## config.mk

```make
export PLATFORM = sky130hd
export DESIGN_NAME = rpsc_fault_latch_flat
export DESIGN_NICKNAME = d
export VERILOG_FILES = /design/src/rtl/rpsc_pkg.sv /design/src/rtl/rpsc_fault_latch_if.sv /design/src/rtl/rpsc_debounce.sv /design/src/rtl/rpsc_fault_latch.sv /design/src/flat_wrapper.sv
export SDC_FILE = /design/constraint.sdc
export NUM_CORES = 1
export LEC_CHECK = 0
export CAP_MARGIN = 10
export CORE_MARGIN = 4
export CORE_UTILIZATION = 40
export DETAILED_ROUTE_END_ITERATION = 6
export GPL_TIMING_DRIVEN = 0
export SYNTH_ARGS = -nofsm -noshare
export SYNTH_HDL_FRONTEND = slang
export SYNTH_HIERARCHICAL = 1
export SYNTH_SLANG_ARGS = --single-unit
```

## constraint.sdc

```tcl
create_clock -name clk -period 2.1 [get_ports clk]
set_input_delay 0.21 -clock clk [delete_from_list [all_inputs] [get_ports clk]]
set_output_delay 0.21 -clock clk [all_outputs]
set_load 0.01 [all_outputs]
```

## src/rtl/rpsc_pkg.sv

```systemverilog
// rtl/rpsc_pkg.sv - shared types and constants for the RPSC fault latch
package rpsc_pkg;

  localparam int N_FAULT_DEFAULT  = 6;
  localparam int DEBOUNCE_DEFAULT = 16;

  typedef enum logic {
    FO_IDLE    = 1'b0,
    FO_LATCHED = 1'b1
  } fo_state_t;

  typedef logic [2:0] fo_code_t;

  localparam fo_code_t FO_NONE = 3'd0;

  // First-out code is the 1-based FF number of a 0-based channel index.
  function automatic fo_code_t fo_code_from_index(input int unsigned idx);
    return fo_code_t'(idx + 1);
  endfunction

endpackage

```

## src/rtl/rpsc_fault_latch_if.sv

```systemverilog
// rtl/rpsc_fault_latch_if.sv - fault input / latch status bundle
interface rpsc_fault_latch_if #(
  parameter int N_FAULT = 6
);

  logic [N_FAULT-1:0] i_Not_Fault;
  logic               i_Not_Alarm_Reset;
  logic [N_FAULT-1:0] o_FF;
  logic [2:0]         o_First_Fault;
  logic               o_Not_Any_Fault;
  logic               o_Reset_Refused;

  // Field side: drives the raw fault lines and the operator button.
  modport master (
    output i_Not_Fault,
    output i_Not_Alarm_Reset,
    input  o_FF,
    input  o_First_Fault,
    input  o_Not_Any_Fault,
    input  o_Reset_Refused
  );

  // Latch card side.
  modport slave (
    input  i_Not_Fault,
    input  i_Not_Alarm_Reset,
    output o_FF,
    output o_First_Fault,
    output o_Not_Any_Fault,
    output o_Reset_Refused
  );

endinterface

```

## src/rtl/rpsc_debounce.sv

```systemverilog
// rtl/rpsc_debounce.sv - 2-flop synchroniser plus consecutive-cycle debouncer
module rpsc_debounce #(
  parameter int   DEBOUNCE_CYCLES = 16,
  parameter logic RESET_LEVEL     = 1'b1
) (
  input  logic clk,
  input  logic rst_n,
  input  logic raw_i,
  output logic level_next_o
);

  localparam int CW = $clog2(DEBOUNCE_CYCLES + 1);
  localparam logic [CW-1:0] CNT_LAST = CW'(DEBOUNCE_CYCLES - 1);

  logic          sync1_q, sync2_q;
  logic          level_q, level_d;
  logic [CW-1:0] cnt_q, cnt_d;

  // Two-stage synchroniser for the asynchronous raw line.
  always_ff @(posedge clk or negedge rst_n) begin
    if (!rst_n) begin
      sync1_q <= RESET_LEVEL;
      sync2_q <= RESET_LEVEL;
    end else begin
      sync1_q <= raw_i;
      sync2_q <= sync1_q;
    end
  end

  // Count disagreeing cycles; adopt the new level on the cycle the count reaches the limit.
  always_comb begin
    level_d = level_q;
    cnt_d   = '0;
    if (sync2_q != level_q) begin
      if (cnt_q == CNT_LAST) begin
        level_d = sync2_q;
        cnt_d   = '0;
      end else begin
        cnt_d = cnt_q + 1'b1;
      end
    end
  end

  // Debounced level and run-length counter.
  always_ff @(posedge clk or negedge rst_n) begin
    if (!rst_n) begin
      level_q <= RESET_LEVEL;
      cnt_q   <= '0;
    end else begin
      level_q <= level_d;
      cnt_q   <= cnt_d;
    end
  end

  // Next-state level lets the consumer act on the same edge the level is accepted.
  assign level_next_o = level_d;

endmodule

```

## src/rtl/rpsc_fault_latch.sv

```systemverilog
// rtl/rpsc_fault_latch.sv - sticky fault latches, first-out capture and operator reset
module rpsc_fault_latch
  import rpsc_pkg::*;
#(
  parameter int N_FAULT         = N_FAULT_DEFAULT,
  parameter int DEBOUNCE_CYCLES = DEBOUNCE_DEFAULT
) (
  input  logic                clk,
  input  logic                Not_Reset,
  rpsc_fault_latch_if.slave   bus
);

  logic [N_FAULT-1:0] fault_n_next;
  logic [N_FAULT-1:0] fault_act;
  logic               btn_next;
  logic               btn_lvl_q;
  logic               rst_pulse;

  logic [N_FAULT-1:0] ff_q, ff_d;
  logic               refused_q, refused_d;
  fo_state_t          state_q, state_d;
  fo_code_t           code_q, code_d;
  fo_code_t           first_code;

  for (genvar k = 0; k < N_FAULT; k++) begin : g_fault
    rpsc_debounce #(
      .DEBOUNCE_CYCLES (DEBOUNCE_CYCLES),
      .RESET_LEVEL     (1'b1)
    ) u_fault_db (
      .clk          (clk),
      .rst_n        (Not_Reset),
      .raw_i        (bus.i_Not_Fault[k]),
      .level_next_o (fault_n_next[k])
    );
  end

  rpsc_debounce #(
    .DEBOUNCE_CYCLES (DEBOUNCE_CYCLES),
    .RESET_LEVEL     (1'b1)
  ) u_button_db (
    .clk          (clk),
    .rst_n        (Not_Reset),
    .raw_i        (bus.i_Not_Alarm_Reset),
    .level_next_o (btn_next)
  );

  // Latch next-state: a reset pulse keeps only still-active faults, and a set always wins.
  always_comb begin
    fault_act = ~fault_n_next;
    rst_pulse = btn_lvl_q & ~btn_next;
    ff_d      = ff_q | fault_act;
    if (rst_pulse) begin
      ff_d = fault_act;
    end
    refused_d = rst_pulse & (|ff_d);
  end

  // Lowest set channel in the next latch vector gives the first-out candidate.
  always_comb begin
    first_code = FO_NONE;
    for (int k = N_FAULT - 1; k >= 0; k--) begin
      if (ff_d[k]) begin
        first_code = fo_code_from_index(k);
      end
    end
  end

  // First-out FSM: capture on the all-zero to non-zero step, drop only when latches are empty.
  always_comb begin
    state_d = state_q;
    code_d  = code_q;
    unique case (state_q)
      FO_IDLE: begin
        if (|ff_d) begin
          state_d = FO_LATCHED;
          code_d  = first_code;
        end
      end
      FO_LATCHED: begin
        if (~|ff_d) begin
          state_d = FO_IDLE;
          code_d  = FO_NONE;
        end
      end
      default: begin
        state_d = FO_IDLE;
        code_d  = FO_NONE;
      end
    endcase
  end

  // Latch vector, refusal pulse, button edge history and first-out state.
  always_ff @(posedge clk or negedge Not_Reset) begin
    if (!Not_Reset) begin
      ff_q      <= '0;
      refused_q <= 1'b0;
      btn_lvl_q <= 1'b1;
      state_q   <= FO_IDLE;
      code_q    <= FO_NONE;
    end else begin
      ff_q      <= ff_d;
      refused_q <= refused_d;
      btn_lvl_q <= btn_next;
      state_q   <= state_d;
      code_q    <= code_d;
    end
  end

  assign bus.o_FF            = ff_q;
  assign bus.o_First_Fault   = code_q;
  assign bus.o_Not_Any_Fault = ~|ff_q;
  assign bus.o_Reset_Refused = refused_q;

endmodule
```

## src/flat_wrapper.sv

```systemverilog
// flat-port wrapper written by rule: the top's interface ports become plain ports
module rpsc_fault_latch_flat import rpsc_pkg::*;
#(
  parameter int N_FAULT         = N_FAULT_DEFAULT,
  parameter int DEBOUNCE_CYCLES = DEBOUNCE_DEFAULT
)
  (clk, Not_Reset, bus_i_Not_Fault, bus_i_Not_Alarm_Reset, bus_o_FF, bus_o_First_Fault, bus_o_Not_Any_Fault, bus_o_Reset_Refused);
  rpsc_fault_latch_if #(.N_FAULT(N_FAULT)) bus_i ();
  input  logic clk;
  input  logic Not_Reset;
  input wire logic [$bits(bus_i.i_Not_Fault)-1:0] bus_i_Not_Fault;
  input wire logic [$bits(bus_i.i_Not_Alarm_Reset)-1:0] bus_i_Not_Alarm_Reset;
  output wire logic [$bits(bus_i.o_FF)-1:0] bus_o_FF;
  output wire logic [$bits(bus_i.o_First_Fault)-1:0] bus_o_First_Fault;
  output wire logic [$bits(bus_i.o_Not_Any_Fault)-1:0] bus_o_Not_Any_Fault;
  output wire logic [$bits(bus_i.o_Reset_Refused)-1:0] bus_o_Reset_Refused;
  assign bus_i.i_Not_Fault = bus_i_Not_Fault;
  assign bus_i.i_Not_Alarm_Reset = bus_i_Not_Alarm_Reset;
  assign bus_o_FF = bus_i.o_FF;
  assign bus_o_First_Fault = bus_i.o_First_Fault;
  assign bus_o_Not_Any_Fault = bus_i.o_Not_Any_Fault;
  assign bus_o_Reset_Refused = bus_i.o_Reset_Refused;
  rpsc_fault_latch #(.N_FAULT(N_FAULT), .DEBOUNCE_CYCLES(DEBOUNCE_CYCLES)) u_core (.clk(clk), .Not_Reset(Not_Reset), .bus(bus_i));
endmodule
```

# --- Yosys cells after proc, flatten, opt, wreduce, memory -nomap -nowiden ---
# Index checks and enable logic that the tools add are counted.
op_classes:
  add_sub_neg: 7
  multipliers: 0
  div_mod_pow: 0
  n_lt_le_gt_ge: 0
  eq_ne: 16
  shift: 0
  n_mux: 39
  bitwise_logic: 6
  reduce_logical: 4
op_table:
  columns: ["cell", "n"]
  rows:
  - ["5-bit two-way mux", 14]
  - ["5-bit by 1-bit adder with 5-bit output (second input constant)", 7]
  - ["5-bit by 4-bit == test with 1-bit output (second input constant)", 7]
  - ["3-bit two-way mux", 8]
  - ["1-bit two-way mux", 15]
  - ["6-bit OR reduction", 2]
  - ["1-bit inequality test", 7]
  - ["6-bit two-way mux", 1]
  - ["6-bit inverter", 1]
  - ["6-bit OR", 1]
  - ["3-bit one-hot mux with 2 select lines", 1]
  - ["1-bit bitwise AND", 2]
  - ["2-bit by 1-bit inequality test with 1-bit output (second input constant)", 1]
  - ["2-bit inequality test (second input constant)", 1]
  - ["1-bit inverter", 2]
  - ["2-bit AND reduction", 1]
  - ["1-bit zero test", 1]
word_totals:
  register_bits: 67
  latch_bits: 0
  ramBits: 0
  mem_bits_ro: 0
  input_bits: 9
  output_inout_bits: 11
  elab_cells: 104
  n_memories: 0

# --- Longest topological paths before layout ---
# Gate-level depths: netlist of run 1.
logic_depth:
  depth_word: 14
  ltp_mapped: 11
  mapped_depth_nobuf: 10

# --- Cells and area by module ---
# Netlist of run 1, hierarchy kept.
by_module_without_submodules:
  columns: ["module", "n_inst", "cells_each", "area_per_inst_um2", "seq_area_each_um2"]
  rows:
  - ["rpsc_debounce", 7, 23, 307.8, 203.9]
  - ["rpsc_fault_latch", 1, 51, 576.8, 301.5]

# --- Worst setup path before layout of run 1 ---
# OpenSTA, ideal clock, no wires.
synth_path:
  kind: "flip-flop to flip-flop"
  from: "register u_core.u_button_db.cnt_q[0]"
  to: "register u_core.code_q[0], in the netlist u_core/bus.o_First_Fault[0]"
  setup_ns: 0.092
  t_arrival_ns: 2.037
  required_ns: 2.008
  setup_slack_ns: -0.029
  path_stages_with_launch: 11
  path_buffers: 1
  synth_period_minus_slack_ns: 2.129
  path_cell_list: "dfrtp_1 > ha_1 > nand3_2 > nor2_2 > mux2_1 > nand2b_4 > buf_6 > a21oi_2 > nand4_4 > o211a_1 > o31ai_2"
synth_between:
  elab_chain_cells: 13
  word_cells_on_any_way: 17
  classes_between: "eq/ne: 3; mux: 10; bitwise: 2; reduce/logical: 2"
synth_rtl:
  columns: ["item", "line", "source"]
  rows:
  - ["start: declaration", "rpsc_debounce.sv:17", "logic [CW-1:0] cnt_q, cnt_d;"]
  - ["start signal: assignment", "rpsc_debounce.sv:51", "cnt_q <= cnt_d;"]
  - ["5-bit by 4-bit == test with 1-bit output *", "rpsc_debounce.sv:35", "if (cnt_q == CNT_LAST) begin"]
  - ["1-bit two-way mux *", "rpsc_debounce.sv:35", null]
  - ["1-bit two-way mux *", "rpsc_debounce.sv:34", "if (sync2_q != level_q) begin"]
  - ["named net u_core.btn_next", "rpsc_fault_latch.sv:15", "logic btn_next;"]
  - ["1-bit inverter *", "rpsc_fault_latch.sv:50", "rst_pulse = btn_lvl_q & ~btn_next;"]
  - ["1-bit bitwise AND *", "rpsc_fault_latch.sv:50", null]
  - ["6-bit two-way mux *", "rpsc_fault_latch.sv:52", "if (rst_pulse) begin"]
  - ["3-bit two-way mux (5 in a row)", "rpsc_fault_latch.sv:62", "if (ff_d[k]) begin"]
  - ["3-bit two-way mux", "rpsc_fault_latch.sv:74", "if (|ff_d) begin"]
  - ["3-bit one-hot mux with 2 select lines", "rpsc_fault_latch.sv:72", "unique case (state_q)"]
  - ["end signal: assignment", "rpsc_fault_latch.sv:105", "code_q <= code_d;"]
  - ["end: declaration", "rpsc_fault_latch.sv:22", "fo_code_t code_q, code_d;"]
# The timed path passes the listed nets; every way through them passes the cells marked *. The select of a mux whose other input is x is not followed.
# A chain may end at the register's enable or synchronous reset.

# --- Worst setup path after layout of run 1 ---
layout_path:
  from: "register u_core.u_button_db.cnt_q[0]"
  to: "register u_core.code_q[1], in the netlist u_core/bus.o_First_Fault[1]"
layout_between:
  word_cells_on_any_way: 18
  classes_between: "eq/ne: 3; mux: 11; bitwise: 2; reduce/logical: 2"
layout_rtl:
  columns: ["item", "line", "source"]
  rows:
  - ["5-bit by 4-bit == test with 1-bit output *", "rpsc_debounce.sv:35", null]
  - ["1-bit two-way mux *", "rpsc_debounce.sv:35", null]
  - ["1-bit two-way mux *", "rpsc_debounce.sv:34", null]
  - ["named net u_core.btn_next", "rpsc_fault_latch.sv:15", null]
  - ["1-bit inverter *", "rpsc_fault_latch.sv:50", null]
  - ["1-bit bitwise AND *", "rpsc_fault_latch.sv:50", null]
  - ["6-bit two-way mux *", "rpsc_fault_latch.sv:52", null]
  - ["named net u_core.ff_d[0]", "rpsc_fault_latch.sv:19", "logic [N_FAULT-1:0] ff_q, ff_d;"]
  - ["6-bit OR reduction / 3-bit two-way mux (equally long branches)", "rpsc_fault_latch.sv:74, rpsc_fault_latch.sv:80, rpsc_fault_latch.sv:62", null]
  - ["2-bit inequality test (no source line) (tied with other cells)", null, null]
  - ["2-bit AND reduction (no source line) / 3-bit one-hot mux with 2 select lines (equally long branches)", null, null]
# Marked as above.

==> impl_results.md, run 1 <==
* Clk slew on worst S/H paths at 0.07 ns
* Die footprint at 8210 um2
* Vias per std cell at 4.67
* Peak VDD IR at 0.000509 V
* Mapped Area at 2730 um2
* DRC at 0
* Top Usage Layer GRT: met2
* First-pass GRT wire length at 7.16 mm
* Relative slew slack at 45.5%
* Clk_lat worst skew at 0.33 ns
* Worst EP required at 2.36 ns
* Mean Syn Cell Area at 12.9 um2
* Drt first pass iters at 4
* Core region area at 6490 um2
* Met1 Usage GRT at 12.6%
* Area of the multi-input gates at 982 um2
* H-tree levels at 3
* Ys async rst share at 100%
* Antenna violations before repair at 0
* Post-synthesis cell type count at 34
* Sequential area share after synthesis at 63.3%
* Design Power at 2.49 mW
* Period utilisation layout at 100%
* Maxcap violations at 0
* Worst r2r src: u_core/u_button_db/cnt_q[0]
* Synth warnings at 6
* Endpoints failing setup at 1
* Die height at 90.6 um
* PnR worst setup slack at -0.00145 ns
* Main synth FF type: dfrtp_1
* CTS Buf Count at 9
* Max FO, Critical Path at 8
* Worst path slowest cell: dfrtp_1
* Detailed placement HPWL at 2.73 mm
* Sum Neg Setup Slack at -0.00145 ns
* Deepest clock path buffer count at 2
* Setup CP Type: reg -> reg
* Initial Utilization at 42.1%
* Fin crit period at 2.10 ns
* Area Growth Syn to Fin at 21.5%
* PD cells at 751 nW/um2
* Max frequency at 476 MHz
* Syn Nets at 228
* Clk sinks at 68
* 1st-iter DRT viols at 55
* CP startpoint: u_core/u_button_db/cnt_q[0]
* Peak per-stage delay on the critical path at 0.36 ns
* Failing checks: negative setup slack
* Vias in the first global route at 1,635
* Status: finished, violations left
* Io pins at 20
* ANT nets after route at 0
* Lkg Pwr at 1.57 nW
* Rows at 29
* Wirelength per Cell at 12.2 um
* Seq cells post-synth at 68
* Gpl congestion at 0.702
* Final Hold Vio Count at 0
* Die width at 90.6 um
* Hold path start: bus_i_Not_Fault[5]
* Crit-path cells: ha_2 > nand3_2 > nor2_2 > mux2_4 > nand2b_4 > a21boi_4 > inv_2 > or3_4 > a21oi_2
* FF/Latch Area at 1730 um2
* GRT Overall Usage at 11.3%
* WP data arrival at 2.37 ns
* CTS tree: done
* Final layout net count at 269
* Global Route met2 Usage at 18.2%
* Max-slew violations at 0
* Crit start category: register
* Routed WL at 4.06 mm
* N_diodes at 0
* Hold crit path type: in -> reg
* Largest net degree at the start of global routing at 69
* Unrepaired setup endpoints after global routing: true
* Worst slew pin tran at 0.818 ns
* Buffers on Ports at 19
* Final Skew at 0.00702 ns
* Post-synth EDFFs at 0
* CP Capture Type: register
* Met3 usage at 5.75%
* Post-Syn Instances at 212
* Vias post-DR at 1,560
* Root Driver: clkbuf_8
* Fillers at 580
* Total grt overflow at 0
* Share of cells above drive strength 1 at 30.0%
==> logic make-up (layout without fill, tap and decap cells) <==
family                   count (synthesis)  count (layout)  synth area share [%]
XOR/XNOR                                21              21                  6.73
adder cells (fa/ha/maj)                  7               7                  3.21
multiplexers                             7               7                  2.89
AND/OR/NAND/NOR                         76              76                  16.2
buffers and inverters                   13              58                  2.06
AO/OA/AOI/OAI                           20              20                  5.59
flip-flops                              68              68                  63.3
==> repair_timing <==
item | CTS | global route
setup buffers | 6 | 5
pin swaps | 8 | 7
endpoints found under the setup margin | 5 | 4
resized for setup | 3 | 2
hold buffers | 1 | 0
gates cloned | 0 | 0
hold endpoints to repair | 8 | 0
==> final timing paths <==
path                       slack, ns  cells after the start                                     to
setup / recovery              -0.001                      9            u_core/bus.o_First_Fault[1]
hold / removal                  0.28                      1   u_core/g_fault[5].u_fault_db/sync1_q
setup reg to reg              -0.001                      9            u_core/bus.o_First_Fault[1]
hold reg to reg                 0.36                      0   u_core/g_fault[3].u_fault_db/sync2_q
max in group asynchronous       1.05                      2  u_core/g_fault[0].u_fault_db/cnt_q[1]
min in group asynchronous       0.53                      2  u_core/g_fault[2].u_fault_db/cnt_q[0]
==> cell type report <==
class	instances	share of cell area (%)
clock buffer	14	5.50
clock inverter	1	0.151
inverter	12	1.36
multi-input combinational	131	29.6
sequential	68	52.1
timing repair buffer	31	8.41
tap	77	2.90
==> report_power, final <==
group | switching (mW) | leakage [nW] | internal [mW] | total, mW
combinational | 0.0635 | 0.660 | 0.0513 | 0.115
clock | 0.428 | 0.0986 | 0.550 | 0.978
sequential | 0.0307 | 0.813 | 1.37 | 1.40
==> critical path: cells and delay by family (launching register included) <==
family | cells | cell delay (ns)
compound gates | 2 | 0.33
mux | 1 | 0.32
buf+inv | 1 | 0.06
simple gates | 4 | 0.76
flops | 1 | 0.36
fa+ha+maj | 1 | 0.19
==> cells in the mapped netlist (all sizes together) (2+ instances only) <==
| master | n | area [um2] |
|---|---|---|
| nor3 | 2 | 10.0 |
| o21ai | 8 | 40.0 |
| dfstp | 22 | 578 |
| a31oi | 2 | 12.5 |
| and3 | 7 | 43.8 |
| o211a | 2 | 20.0 |
| nand2 | 6 | 22.5 |
| xor2 | 21 | 184 |
| dfrtp | 46 | 1150 |
| and2 | 8 | 51.3 |
| nand3 | 16 | 115 |
| ha | 7 | 87.6 |
| a21boi | 3 | 37.5 |
| nor2 | 30 | 130 |
| mux2 | 7 | 78.8 |
| inv | 12 | 45.0 |
| a21oi | 3 | 22.5 |
| or2 | 2 | 15.0 |
==> flip-flops by register name (all words and copies together), names as in the netlist, 3 cells and up <==
| name | flops |
|---|---|
| u_core/bus.o_FF | 6 |
| u_core/u_button_db/cnt_q | 5 |
| u_core/g_fault.u_fault_db/cnt_q | 30 |
| u_core/g_fault.u_fault_db/level_q | 6 |
| u_core/g_fault.u_fault_db/sync1_q | 6 |
| u_core/bus.o_First_Fault | 3 |
| u_core/g_fault.u_fault_db/sync2_q | 6 |
==> through the flow <==
stage / cell area, um2 / setup WS, ns / instances / util, % / hold slack, ns
after floorplan: 2750 / 0.0140 / 212 / - / -0.0856
after global placement: 3040 / -1.41 / 308 / 46.7 / 0.345
after detailed placement: 3030 / -0.138 / 308 / 46.7 / 0.347
after CTS: 3270 / -0.0295 / 329 / 50.4 / 0.256
after global routing: 3320 / -0.102 / 334 / 51.1 / 0.245
final: 3320 / -0.00145 / 334 / 51.1 / 0.280
==> layer usage <==
metal,routed length [um],up-vias
li1,-,783
met1,1880,753
met2,1950,22
met3,199,2
met4,29,0
met5,0,-
==> cells in the final DEF, fill, tap and decap left out, types with 8 or more instances in the layout <==
| master | instances |
|---|---|
| o21ai_1 | 8 |
| buf_4 | 12 |
| clkdlybuf4s50_1 | 17 |
| dfrtp_1 | 46 |
| nand3_1 | 9 |
| nor2_1 | 23 |
| xor2_1 | 21 |
| dfstp_2 | 22 |
| inv_1 | 11 |
| clkbuf_8 | 13 |
Power figures use the tool's default switching activity.
==> inputs of run 2 (changes only) <==
Settings changed: CORE_ASPECT_RATIO set to 1.25, SLEW_MARGIN set to 40.
==> run 2 against run 1 <==
Against the previous run: the run still ends with negative setup slack left; worst hold slack better by 0.0048 ns; die area increased by 0.10%; critical path depth did not move; sequential share of layout area shrank 0.33 points; setup slack got worse by 0.0057 ns; sequential cell count did not move; combinational power is 5% higher; sequential power hardly changed; critical path type unchanged.
==> impl_results.md, run 2 (same netlist as run 1, synthesis figures left out) <==
* Lkg Pwr at 1.56 nW (-0.83%)
* Hold crit path type: in -> reg
* Hold path start: bus_i_Not_Fault[4]
* Largest register by flop count: u_core/g_fault.u_fault_db/cnt_q
* Area of the multi-input gates at 987 um2 (+0.51%)
* Max-slew violations at 0 (unchanged)
* CP Capture Type: register
* Initial Utilization at 41.3% (-0.71 points)
* 1st-iter DRT viols at 33 (-40%)
* Detailed placement HPWL at 2.83 mm (+3.4%)
* Final layout net count at 268 (-0.37%)
* H-tree levels at 3 (unchanged)
* Placed instance count at 319 (+3.6%)
* WP data arrival at 2.34 ns (-0.03 ns)
* Relative slew slack at 72.9% (+27 points)
* Period utilisation layout at 100% (+0.27 points)
* GRT Overall Usage at 11.7% (+0.37 points)
* Deepest clock path buffer count at 2 (unchanged)
* Reg power frac at 57.3% (+1.2 points)
* Rows at 33 (+14%)
* FF/Latch Area at 1730 um2 (unchanged)
* Final Instance Count excl. Fillers at 343 (+2.7%)
* Endpoints failing setup at 1 (unchanged)
* Top Usage Layer GRT: met2
* Buffers on Ports at 19 (unchanged)
* Peak VDD IR at 0.000363 V (-29%)
* Routed WL at 4.01 mm (-1.4%)
* Status: finished, violations left
* N_diodes at 0 (unchanged)
* Maxcap violations at 0 (unchanged)
* Int Pwr at 1.91 mW (-2.9%)
* CTS tree: done
* Layout Utilization at 50.6% (-0.54 points)
* Max FFs per register at 30 (unchanged)
* Worst r2r src: u_core/u_button_db/cnt_q[0]
* Max FO, Critical Path at 4 (-4)
* Global Route met2 Usage at 18.1% (-0.051 points)
* Gpl congestion at 0.754 (+7.5%)
* DRC at 0 (unchanged)
* Antenna violations before repair at 0 (unchanged)
* Drt first pass iters at 3 (-1)
* Unrepaired setup endpoints after global routing: true
* Sw power at 0.527 mW (+0.98%)
* Fin crit period at 2.11 ns (+0.00571 ns)
* Die footprint at 8220 um2 (+0.10%)
* Area Growth Syn to Fin at 22.3%
* CP startpoint: u_core/u_button_db/cnt_q[0]
* Met3 usage at 2.24% (-3.5 points)
* Fillers at 608 (+4.8%)
* Net Sw Frac at 21.6% (+0.65 points)
* Share of cells above drive strength 1 at 29.7% (-0.27 points)
* Worst slew pin tran at 0.406 ns (-0.412 ns)
* Failing checks: negative setup slack
* Setup CP Type: reg -> reg
* Max frequency at 475 MHz (-0.27%)
* Clk_lat worst skew at 0.32 ns (about the same)
* PD cells at 731 nW/um2 (-2.7%)
* Crit start category: register
* Met1 Usage GRT at 14.2% (+1.6 points)
* Wirelength per Cell at 11.7 um (-4.0%)
* Core region area at 6610 um2 (+1.7%)
* WHS at 0.285 ns (+0.00477 ns)
* Worst EP required at 2.33 ns (-0.03 ns)
* Clk sinks at 68 (unchanged)
* Vias per std cell at 4.59 (-1.7%)
* Vias in the first global route at 1,622 (-0.80%)
* Most frequent cells in the layout: dfrtp_1 (46), nor2_1 (22), dfstp_2 (22), xor2_1 (21), clkdlybuf4s50_1 (17)
* Final Skew at 0.00637 ns (-0.000645 ns)
* Final Hold Vio Count at 0 (unchanged)
* Die height at 100 um (+11%)
* Clk slew on worst S/H paths at 0.07 ns (about the same)
* Total grt overflow at 0 (unchanged)
* ANT nets after route at 0 (unchanged)
* First-pass GRT wire length at 7.20 mm (+0.57%)
* Clock network power share at 37.7% (-1.5 points)
* Gate power share at 5.0% (+0.4 points)
* Vias post-DR at 1,575 (+0.96%)
* CTS Buf Count at 9 (unchanged)
* Root Driver: clkbuf_8
* Most common cell after layout, fill and taps aside: dfrtp_1
* Die width at 81.9 um (-9.6%)
* Largest net degree at the start of global routing at 38 (-45%)
* Io pins at 20 (unchanged)
* Place WS at -0.172 ns (-0.0346 ns)
* PnR worst setup slack at -0.00717 ns (-0.00571 ns)
-- run 2: worst max-delay path, cell delays in order (launching register included) --
cell and delay [ns]:
dfrtp_1 0.36, ha_2 0.19, nand3_2 0.08, nor2_2 0.11, mux2_4 0.32, and2b_1 0.23, o21ai_2 0.06, o211a_1 0.23
o211a_1 0.24, o31ai_2 0.18
-- run 2: per-layer routing --
| layer | vias to the layer above | part of all wire (%) |
|---|---|---|
| li1 | 784 | - |
| met1 | 775 | 46 |
| met2 | 14 | 51 |
| met3 | 2 | 2.3 |
| met4 | 0 | 0.85 |
| met5 | - | 0 |
-- run 2: path summary, 6_finish.rpt --
kind	to	slack [ns]	depth (start not counted)
worst max register to register	u_core/bus.o_First_Fault[0]	-0.007	9
max in group asynchronous	u_core/u_button_db/level_q	1.15	3
worst max-delay path	u_core/bus.o_First_Fault[0]	-0.007	9
min in group asynchronous	u_core/g_fault[5].u_fault_db/cnt_q[3]	0.36	2
worst min register to register	u_core/u_button_db/sync2_q	0.35	0
worst min-delay path	u_core/g_fault[4].u_fault_db/sync1_q	0.28	1
-- run 2: timing repair --
| action | 4_1_cts | 5_1_grt |
|---|---|---|
| setup buffers | 6 | 3 |
| hold buffers | 1 | 0 |
| gates resized for setup | 6 | 3 |
| pin swaps | 10 | 8 |
| endpoints found under the setup margin | 5 | 4 |
| endpoints found under the hold margin | 25 | 0 |
-- run 2: through the flow --
| stage | total power [mW] | instance area, um2 | TNS (ns) |
|---|---|---|---|
| 2_1_floorplan | 1.48 | 2750 | 0 |
| 3_5_place_dp | 1.54 | 3070 | -0.387 |
| 6_report | 2.44 | 3340 | -0.00717 |
| 4_1_cts | 2.49 | 3310 | -0.0950 |
| 3_3_place_gp | 1.53 | 3050 | -78.12 |
| 5_1_grt | 2.56 | 3340 | -0.337 |
-- run 2: final cells by class --
type	instances	area share (%)
inverters	12	1.35
clock buffers	14	4.87
well taps	87	3.26
flip-flops and latches	68	51.8
repair buffers	30	8.99
clock inverters	1	0.225
multi-input cells	131	29.6
-- run 2: power by group through the flow --
| stage | clock network (mW) | logic (mW) | registers [mW] |
|---|---|---|---|
| 2_1_floorplan | 0 | 0.0615 | 1.42 |
| 3_3_place_gp | 0 | 0.111 | 1.42 |
| 3_5_place_dp | 0 | 0.117 | 1.42 |
| 4_1_cts | 0.966 | 0.122 | 1.40 |
| 5_1_grt | 1.02 | 0.142 | 1.41 |
| 6_report | 0.921 | 0.121 | 1.40 |
==> inputs of run 3 (changes only) <==
Settings changed: CORE_ASPECT_RATIO 1.25 to 0.5, CORE_MARGIN 4 to not set.
==> run 3 against run 2 <==
Against the previous run: the flow now finishes without violations; worst hold slack gained 0.0082 ns; non-clock buffer count rose by 6; sequential cell count stayed put; clock-buffer cell count down 3; die area decreased by 13%; final area up 5.2%; sequential power hardly changed; clock skew shrank 0.0017 ns; via count rose by 2.1%; routed wire length rose by 1.6%; critical path depth unchanged; fmax increased by 1.2%; critical endpoint is now u_core/bus.o_First_Fault[1].
==> impl_results.md, run 3 (same netlist as run 1, synthesis figures left out) <==
* Layout Utilization at 55.5% (+5.0 points)
* Deepest clock path buffer count at 2 (unchanged)
* Final Hold Vio Count at 0 (unchanged)
* Io pins at 20 (unchanged)
* Place WS at -0.190 ns (-0.0178 ns)
* Max FO, Critical Path at 6 (+2)
* M1 WL at 1.87 mm (+1.4%)
* Vias post-DR at 1,608 (+2.1%)
* Drt first pass iters at 4 (+1)
* Initial Utilization at 43.1% (+1.8 points)
* Final layout net count at 274 (+2.2%)
* Die footprint at 7180 um2 (-13%)
* Worst slew pin tran at 0.434 ns (+0.0280 ns)
* Rows at 20 (-39%)
* Max FFs per register at 30 (unchanged)
* Peak VDD IR at 0.000475 V (+31%)
* Clk slew on worst S/H paths at 0.05 ns (-0.02 ns)
* Clk sinks at 68 (unchanged)
* Relative slew slack at 71.1% (-1.9 points)
* Buffers on Ports at 19 (unchanged)
* Worst EP required at 2.35 ns (+0.02 ns)
* CTS tree: done
* PnR worst setup slack at 0.0178 ns (+0.0250 ns)
* 1st-iter DRT viols at 66 (+100%)
* Total grt overflow at 0 (unchanged)
* Gpl congestion at 0.819 (+8.5%)
* Max frequency at 480 MHz (+1.2%)
* Crit path depth at 9 (unchanged)
* Largest register by flop count: u_core/g_fault.u_fault_db/cnt_q
* Most common cell after layout, fill and taps aside: dfrtp_1
* Setup CP Type: reg -> reg
* Root Driver: clkbuf_16
* First-pass GRT wire length at 7.29 mm (+1.2%)
* Period utilisation layout at 99.2% (-1.2 points)
* Top sig layer: met4
* CP Capture Type: register
* Peak per-stage delay on the critical path at 0.37 ns (about the same)
* N_diodes at 0 (unchanged)
* Hold crit path type: in -> reg
* Most frequent cells in the layout: dfrtp_1 (46), nor2_1 (22), dfstp_2 (22), xor2_1 (21), clkdlybuf4s50_1 (17)
* Crit start category: register
* Vias in the first global route at 1,676 (+3.3%)
* Metal3 WL at 126 um (+35%)
* Largest net degree at the start of global routing at 36 (-5.3%)
* ANT nets after route at 0 (unchanged)
* WP data arrival at 2.33 ns (about the same)
* Crit path buffers/inverters at 1 (+1)
* Clk_lat worst skew at 0.32 ns (about the same)
* Worst Reg-to-Reg Cells at 9 (unchanged)
* Max-slew violations at 0 (unchanged)
* Antenna violations before repair at 0 (unchanged)
* Routed WL at 4.07 mm (+1.6%)
* Worst path slowest cell: or3_4
* Status: complete, no violations
* H-tree levels at 3 (unchanged)
* GRT Overall Usage at 13.6% (+2.0 points)
* CTS Buf Count at 9 (unchanged)
* Endpoints failing setup at 0 (-1)
* Die width at 119 um (+45%)
* Wirelength per Cell at 11.6 um (-0.69%)
* Core region area at 6330 um2 (-4.2%)
* Area Growth Syn to Fin at 28.7%
* Lkg Pwr at 1.64 nW (+5.2%)
* PD cells at 859 nW/um2 (+18%)
* Maxcap violations at 0 (unchanged)
* Crit-path cells: ha_2 > nand3_2 > nor2_2 > mux2_4 > nand2b_4 > a21boi_4 > inv_2 > or3_4 > a21oi_2
* Unrepaired setup endpoints after global routing: true
* Vias per std cell at 4.58 (-0.23%)
* Die height at 60.4 um (-40%)
* Final Skew at 0.00467 ns (-0.00170 ns)
* Fin crit period at 2.08 ns (-0.0250 ns)
* DR WL met2 at 2.01 mm (-1.2%)
* CP delay by family, top: simple AND/OR/NAND/NOR gates
* Share of cells above drive strength 1 at 32.7% (+3.0 points)
* Detailed placement HPWL at 2.78 mm (-1.8%)
* DRC at 0 (unchanged)
* Hold path depth at 1 (unchanged)
-- run 3: cell types whose count changed in the layout (fill, tap and decap cells not counted), sizes merged --
cell      previous run  this run
buf                 11        17
bufinv               0         1
clkbuf              14        11
clkinvlp             1         4
-- run 3: worst register-to-register path, stage by stage, from the launching register on --
cell and delay [ns]:
dfrtp_1 0.35, ha_2 0.19, nand3_2 0.08, nor2_2 0.11, mux2_4 0.31, nand2b_4 0.20, a21boi_4 0.22, inv_2 0.07
or3_4 0.37, a21oi_2 0.12
-- run 3: per-layer routing --
metal	global-route usage, %	vias to the layer above
li1	-	799
met1	15.0	778
met2	23.9	23
met3	6.48	8
met4	4.88	0
met5	0	-
-- run 3: layout make-up --
cell class | count | area [um2]
inverter | 12 | 45.0
timing repair buffer | 36 | 333
clock inverter | 5 | 60.1
tap | 88 | 110
multi-input combinational | 131 | 986
sequential | 68 | 1730
fill | 506 | 2820
clock buffer | 11 | 253
-- run 3: timing repair --
item,4_1_cts,5_1_grt
endpoints found under the setup margin,5,5
gates resized for setup,2,6
endpoints found under the hold margin,27,0
hold buffers,1,0
pin swaps,8,8
setup buffers,13,2
-- run 3: final timing paths --
| kind | start | end | slack, ns |
|---|---|---|---|
| setup / recovery | u_core/u_button_db/cnt_q[0] | u_core/bus.o_First_Fault[1] | 0.02 |
| hold / removal | bus_i_Not_Fault[5] | u_core/g_fault[5].u_fault_db/sync1_q | 0.29 |
| setup reg to reg | u_core/u_button_db/cnt_q[0] | u_core/bus.o_First_Fault[1] | 0.02 |
| hold reg to reg | u_core/g_fault[4].u_fault_db/sync1_q | u_core/g_fault[4].u_fault_db/sync2_q | 0.35 |
| max in group asynchronous | Not_Reset | u_core/g_fault[4].u_fault_db/sync1_q | 1.13 |
| min in group asynchronous | Not_Reset | u_core/g_fault[5].u_fault_db/cnt_q[3] | 0.38 |
-- run 3: power by group --
group,internal (mW),switching (mW)
clock network,0.981,0.518
registers,1.37,0.0313
logic,0.0548,0.0656
total,2.41,0.615
-- run 3: metrics by stage --
stage	total power [mW]	setup TNS, ns	std cells	area, um2	hold slack, ns
global placement	1.53	-71.80	319	3050	0.346
detailed placement	1.54	-0.440	320	3070	0.184
finish	3.02	0	351	3520	0.293
global route	3.15	-0.373	351	3520	0.287
CTS	3.07	-0.0109	349	3480	0.285
floorplan	1.48	0	212	2750	-0.0856
